<file path="config.mk">
export PLATFORM = sky130hd
export DESIGN_NAME = boid_frame_writer
export DESIGN_NICKNAME = d
export VERILOG_FILES = /design/src/rtl/boid_frame_writer_pkg.sv /design/src/rtl/boid_frame_writer_pixel_addr_calc.sv /design/src/rtl/boid_frame_writer.sv
export SDC_FILE = /design/constraint.sdc
export NUM_CORES = 1
export LEC_CHECK = 0
export BUFFER_PORTS_ARGS = -buffer_cell sky130_fd_sc_hd__buf_2
export CORE_ASPECT_RATIO = 1.4
export CORE_MARGIN = 3
export CORE_UTILIZATION = 52
export CTS_CLUSTER_DIAMETER = 30
export DETAILED_ROUTE_END_ITERATION = 10
export PLACE_DENSITY_LB_ADDON = 0.12
export SLEW_MARGIN = 10
export SYNTH_ARGS = -nofsm -noshare
export SYNTH_HDL_FRONTEND = slang
export SYNTH_SLANG_ARGS = --single-unit
</file>
<file path="constraint.sdc">
create_clock -name clock -period 2.6 [get_ports clock]
set_input_delay 0.13 -clock clock [delete_from_list [all_inputs] [get_ports clock]]
set_output_delay 0.13 -clock clock [all_outputs]
set_load 0.005 [all_outputs]
</file>
<file path="src/rtl/boid_frame_writer_pkg.sv">
// Shared boids definitions: video geometry, pixel address width, boid count and
// the frame writer state encoding, used by the VGA controller, BPUs and writer.
package boid_frame_writer_pkg;

    localparam int DEF_VIDEO_WIDTH  = 640;
    localparam int DEF_VIDEO_HEIGHT = 480;
    localparam int DEF_ADDR_WIDTH   = 19;
    localparam int DEF_MAX_BOIDS    = 8;

    typedef enum logic [2:0] {
        ST_IDLE   = 3'd0,
        ST_SWAP   = 3'd1,
        ST_SCAN   = 3'd2,
        ST_DRAIN  = 3'd3,
        ST_FINISH = 3'd4
    } frame_state_t;

endpackage

</file>
<file path="src/rtl/boid_frame_writer_pixel_addr_calc.sv">
// Combinational pixel address (x + 640*y, built from shifts) and on-screen check,
// shared by the frame writer and the VGA read side.
module pixel_addr_calc
    import boid_frame_writer_pkg::*;
#(
    parameter int VIDEO_WIDTH  = DEF_VIDEO_WIDTH,
    parameter int VIDEO_HEIGHT = DEF_VIDEO_HEIGHT,
    parameter int ADDR_WIDTH   = DEF_ADDR_WIDTH
) (
    input  logic [9:0]            x,
    input  logic [8:0]            y,
    output logic [ADDR_WIDTH-1:0] addr,
    output logic                  in_bounds
);

    localparam logic [9:0] X_LIMIT = 10'(VIDEO_WIDTH);
    localparam logic [8:0] Y_LIMIT = 9'(VIDEO_HEIGHT);

    // 640*y = 512*y + 128*y, so no multiplier is needed
    assign addr = (ADDR_WIDTH'(y) << 9) + (ADDR_WIDTH'(y) << 7) + ADDR_WIDTH'(x);

    assign in_bounds = (x < X_LIMIT) && (y < Y_LIMIT);

endmodule

</file>
<file path="src/rtl/boid_frame_writer.sv">
// Per-frame boid plotter: on frame_end, swaps display buffers, scans every BPU
// through boid_sel and issues one registered pixel write per on-screen boid.
module boid_frame_writer
    import boid_frame_writer_pkg::*;
#(
    parameter int MAX_BOIDS    = DEF_MAX_BOIDS,
    parameter int VIDEO_WIDTH  = DEF_VIDEO_WIDTH,
    parameter int VIDEO_HEIGHT = DEF_VIDEO_HEIGHT,
    parameter int ADDR_WIDTH   = DEF_ADDR_WIDTH
) (
    input  logic                         clock,
    input  logic                         reset,
    input  logic                         frame_end,
    output logic [$clog2(MAX_BOIDS)-1:0] boid_sel,
    input  logic [9:0]                   x_loc,
    input  logic [8:0]                   y_loc,
    output logic                         wr_en,
    output logic [ADDR_WIDTH-1:0]        wr_addr,
    output logic                         wr_data,
    output logic                         buf_swap,
    output logic                         write_buf,
    output logic                         busy,
    output logic                         done,
    output logic [7:0]                   skip_count,
    output logic [7:0]                   overrun_count
);

    localparam int SEL_W = $clog2(MAX_BOIDS);
    localparam logic [SEL_W-1:0] LAST_SEL = SEL_W'(MAX_BOIDS - 1);

    frame_state_t          state;
    frame_state_t          next_state;
    logic [SEL_W-1:0]      sel_q;
    logic                  wr_en_q;
    logic [ADDR_WIDTH-1:0] wr_addr_q;
    logic                  write_buf_q;
    logic [7:0]            skip_q;
    logic [7:0]            overrun_q;
    logic [ADDR_WIDTH-1:0] pix_addr;
    logic                  pix_in_bounds;

    pixel_addr_calc #(
        .VIDEO_WIDTH  (VIDEO_WIDTH),
        .VIDEO_HEIGHT (VIDEO_HEIGHT),
        .ADDR_WIDTH   (ADDR_WIDTH)
    ) u_addr_calc (
        .x         (x_loc),
        .y         (y_loc),
        .addr      (pix_addr),
        .in_bounds (pix_in_bounds)
    );

    // Boid position is registered each SCAN cycle, so its write lands one cycle later
    always_ff @(posedge clock) begin
        if (reset) begin
            state       <= ST_IDLE;
            sel_q       <= '0;
            wr_en_q     <= 1'b0;
            wr_addr_q   <= '0;
            write_buf_q <= 1'b0;
            skip_q      <= 8'd0;
            overrun_q   <= 8'd0;
        end else begin
            state <= next_state;
            if (next_state == ST_SWAP) begin
                write_buf_q <= ~write_buf_q;
            end
            if (state == ST_SCAN) begin
                sel_q <= sel_q + 1'b1;
            end else begin
                sel_q <= '0;
            end
            wr_en_q <= (state == ST_SCAN) && pix_in_bounds;
            if ((state == ST_SCAN) && pix_in_bounds) begin
                wr_addr_q <= pix_addr;
            end
            if ((state == ST_SCAN) && !pix_in_bounds && (skip_q != 8'hFF)) begin
                skip_q <= skip_q + 8'd1;
            end
            if (frame_end && (state != ST_IDLE) && (overrun_q != 8'hFF)) begin
                overrun_q <= overrun_q + 8'd1;
            end
        end
    end

    always_comb begin
        next_state = state;
        case (state)
            ST_IDLE:   if (frame_end) next_state = ST_SWAP;
            ST_SWAP:   next_state = ST_SCAN;
            ST_SCAN:   if (sel_q == LAST_SEL) next_state = ST_DRAIN;
            ST_DRAIN:  next_state = ST_FINISH;
            ST_FINISH: next_state = ST_IDLE;
            default:   next_state = ST_IDLE;
        endcase
    end

    always_comb begin
        buf_swap      = (state == ST_SWAP);
        busy          = (state != ST_IDLE);
        done          = (state == ST_FINISH);
        wr_data       = 1'b1;
        boid_sel      = sel_q;
        wr_en         = wr_en_q;
        wr_addr       = wr_addr_q;
        write_buf     = write_buf_q;
        skip_count    = skip_q;
        overrun_count = overrun_q;
    end

endmodule

</file>
==> summary.md <==
| Metric | Value |
|---|---|
| Cell taking the most area after synthesis | `dfxtp_1` |
| Synth async-reset ratio | `0%` |
| Post-Synthesis Cell Area | `2340 sq um` |
| Maximum vdd drop | `0.000251 V` |
| Leading register cell type out of synthesis | `dfxtp_1` |
| Width of the die | `62.7 um` |
| #FFs+latches synth | `43` |
| Worst endpoint required time | `2810 ps` |
| Wirelength, routed | `5050 um` |
| Initial antenna violation count | `0` |
| RSZ-0062 raised after global routing | `no` |
| Clock period minus worst slack | `2210 ps` |
| H-Tree Depth | `2` |
| Worst Tran Pin Value | `868 ps` |
| Initial DRT Pass Iterations | `4` |
| WL per Instance | `12.9 um` |
| Vias in the first global route | `2097` |
| Post-route ant nets | `0` |
| Final core occ | `65.5%` |
| Mapped Cells | `271` |
| Total CTS buffers | `5` |
| Yosys cell types | `46` |
| Max Cap Viol | `0` |
| Arr. time, crit path | `2410 ps` |
| Lkg Pwr | `1.27 nW` |
| Final Setup Violations | `0` |
| Setup_tns | `0 ps` |
| Post-synth top cells | `dfxtp_1, nand2_1, a21oi_1` |
| Number of remaining DRC errors | `0` |
| Largest net degree at the start of global routing | `52` |
| Max Slew Vio Count | `0` |
| Via-to-Cell Ratio | `5.52` |
| Post-CTS setup buffers | `0` |
| Longest Clk Path Bufs | `2` |
| Post-synth EDFFs | `0` |
| Via count | `2168` |
| Clock Skews | `4.87 ps` |
| CTS sink cnt | `43` |
| Pwr Density | `525 nW/um^2` |
| Largest cells by area after synthesis | `dfxtp_1, ha_1, a21oi_1` |
| # rows | `28` |
| GRT Overall Usage | `20.0%` |
| Largest fanout on the critical path | `3` |
| Hold/Removal Path Class | `input port to flop` |
| Hold WS | `78.0 ps` |
| Tcrit/Tclk final | `84.9%` |
| Cts repair resizes | `0` |
| Routability cong. | `0.839` |
| IO Port Bufs | `64` |
| Post-DP HPWL | `3790 um` |
| Die area | `5350 sq um` |
| Gr ovfl total | `0` |
| Initial Util | `54.7%` |
| Startpoint Class | `input port` |
| Final hold violation count | `0` |
| Number of diodes | `0` |
| Initial DRC count | `85` |
| Count leader, synth | `dfxtp_1` |
| Ratio of cells with drive above 1 in the final layout | `23.1%` |
| Synth Net Count | `316` |
| Clock transition at path regs | `70 ps` |
| Core box area | `4270 sq um` |
| Io pins | `66` |
| Global-route wire length before repair | `8870 um` |
| Max Fclk | `0.453 GHz` |
| Critical Path Sink Type | `flop` |
| Synth Warn # | `0` |
| Avg Cell Area, Syn | `8.63 sq um` |
| Yosys top cell area share | `36.8%` |
| Outcome | `finished clean` |
| Post-CTS Hold Fix Bufs | `0` |
| Final nets | `378` |
| Crit path kind | `input port to flop` |
| Die Span Y | `85.3 um` |
| Area grow syn2layout | `19.7%` |
| Worst rel slew slack | `42.1%` |
| Register-to-register setup slack | `530 ps` |
| TritonCTS clock tree | `done` |
| Clock root cell | `clkbuf_8` |
| Fillers | `426` |
| Sequential element share of the synthesized area | `36.8%` |
| Worst skew pair latency | `280 ps` |
==> sequential cells by signal (all words and copies together) (netlist names) <==
| name | count |
|---|---|
| wr_addr | 19 |
| write_buf | 1 |
| boid_sel | 3 |
| wr_en | 1 |
| overrun_count | 8 |
| skip_count | 8 |
| state | 3 |
==> critical path, stage by stage <==
cell,delay (ps)
buf_2,80
inv_1,50
fa_1,530
inv_1,70
fa_1,450
a211oi_1,400
o21ai_0,200
a2111o_1,430
o211ai_1,90
==> kinds of logic after synthesis <==
kind of cell | Yosys count | synth area share (%)
fa+ha+maj | 23 | 12.9
compound gates | 71 | 19.4
xor+xnor | 5 | 1.87
flops | 43 | 36.8
simple gates | 100 | 22.4
mux | 4 | 1.71
buf+inv | 24 | 4.76
other cells | 1 | 0.160
==> metrics by stage <==
step / cell area, sq um / setup slack (ps) / std cells / power (W)
floorplan: 2340 / 319 / 271 / 0.000907
global placement: 2700 / 156 / 386 / 0.000993
finish: 2800 / 394 / 393 / 0.00147
detailed placement: 2700 / 121 / 386 / 0.000996
CTS: 2800 / 421 / 393 / 0.00149
global route: 2800 / 271 / 393 / 0.00157
==> routing by layer <==
metal	wire length, um	GRT usage, %	part of all wire [%]
met5	0	0	0
met4	64	6.83	1.3
met3	186	3.18	3.7
met2	2710	38.5	54
met1	2090	21.8	41
==> power breakdown <==
part / total [W] / switching, W / internal, W / leakage (nW)
logic: 0.000279 / 0.000157 / 0.000122 / 0.869
clock network: 0.000488 / 0.000207 / 0.000281 / 0.0513
registers: 0.000702 / 0.0000192 / 0.000683 / 0.348
==> cell usage in the layout, fill, tap and decap left out, types with 2 or more instances in the layout <==
master	n
xnor2_1	2
xor2_1	3
nor4_1	4
buf_2	64
nand3b_1	6
nand4_1	6
a21oi_1	27
nor2_1	13
ha_1	21
dfxtp_1	43
o211ai_1	5
o21bai_1	3
and4_1	2
inv_1	10
a2111o_1	3
buf_4	5
mux2i_1	4
a211o_1	2
or4_1	4
o31ai_1	5
fa_1	2
a21o_1	2
nand3_1	8
o21ai_0	13
nor3b_1	2
nand2_1	32
and2_1	2
or3_1	9
a211oi_1	5
clkbuf_8	5
nor3_1	6
==> cell type report <==
cell class                 count  area [sq um]  area share [%]
multi-input combinational    204          1370            48.8
sequential                    43           861            30.7
timing repair buffer          69           358            12.8
tap                           60          75.1            2.68
clock buffer                   6          72.6            2.59
inverter                      10          37.5            1.34
clock inverter                 1          30.0            1.07
==> worst paths after layout <==
kind	startpoint	end	cells past startpoint
worst max-delay path	x_loc[9]	wr_addr[16]	9
worst min-delay path	x_loc[3]	wr_addr[3]	3
worst max register to register	state[1]	skip_count[6]	4
worst min register to register	boid_sel[0]	boid_sel[0]	1
No activity file was read; power rests on OpenSTA's default activity.
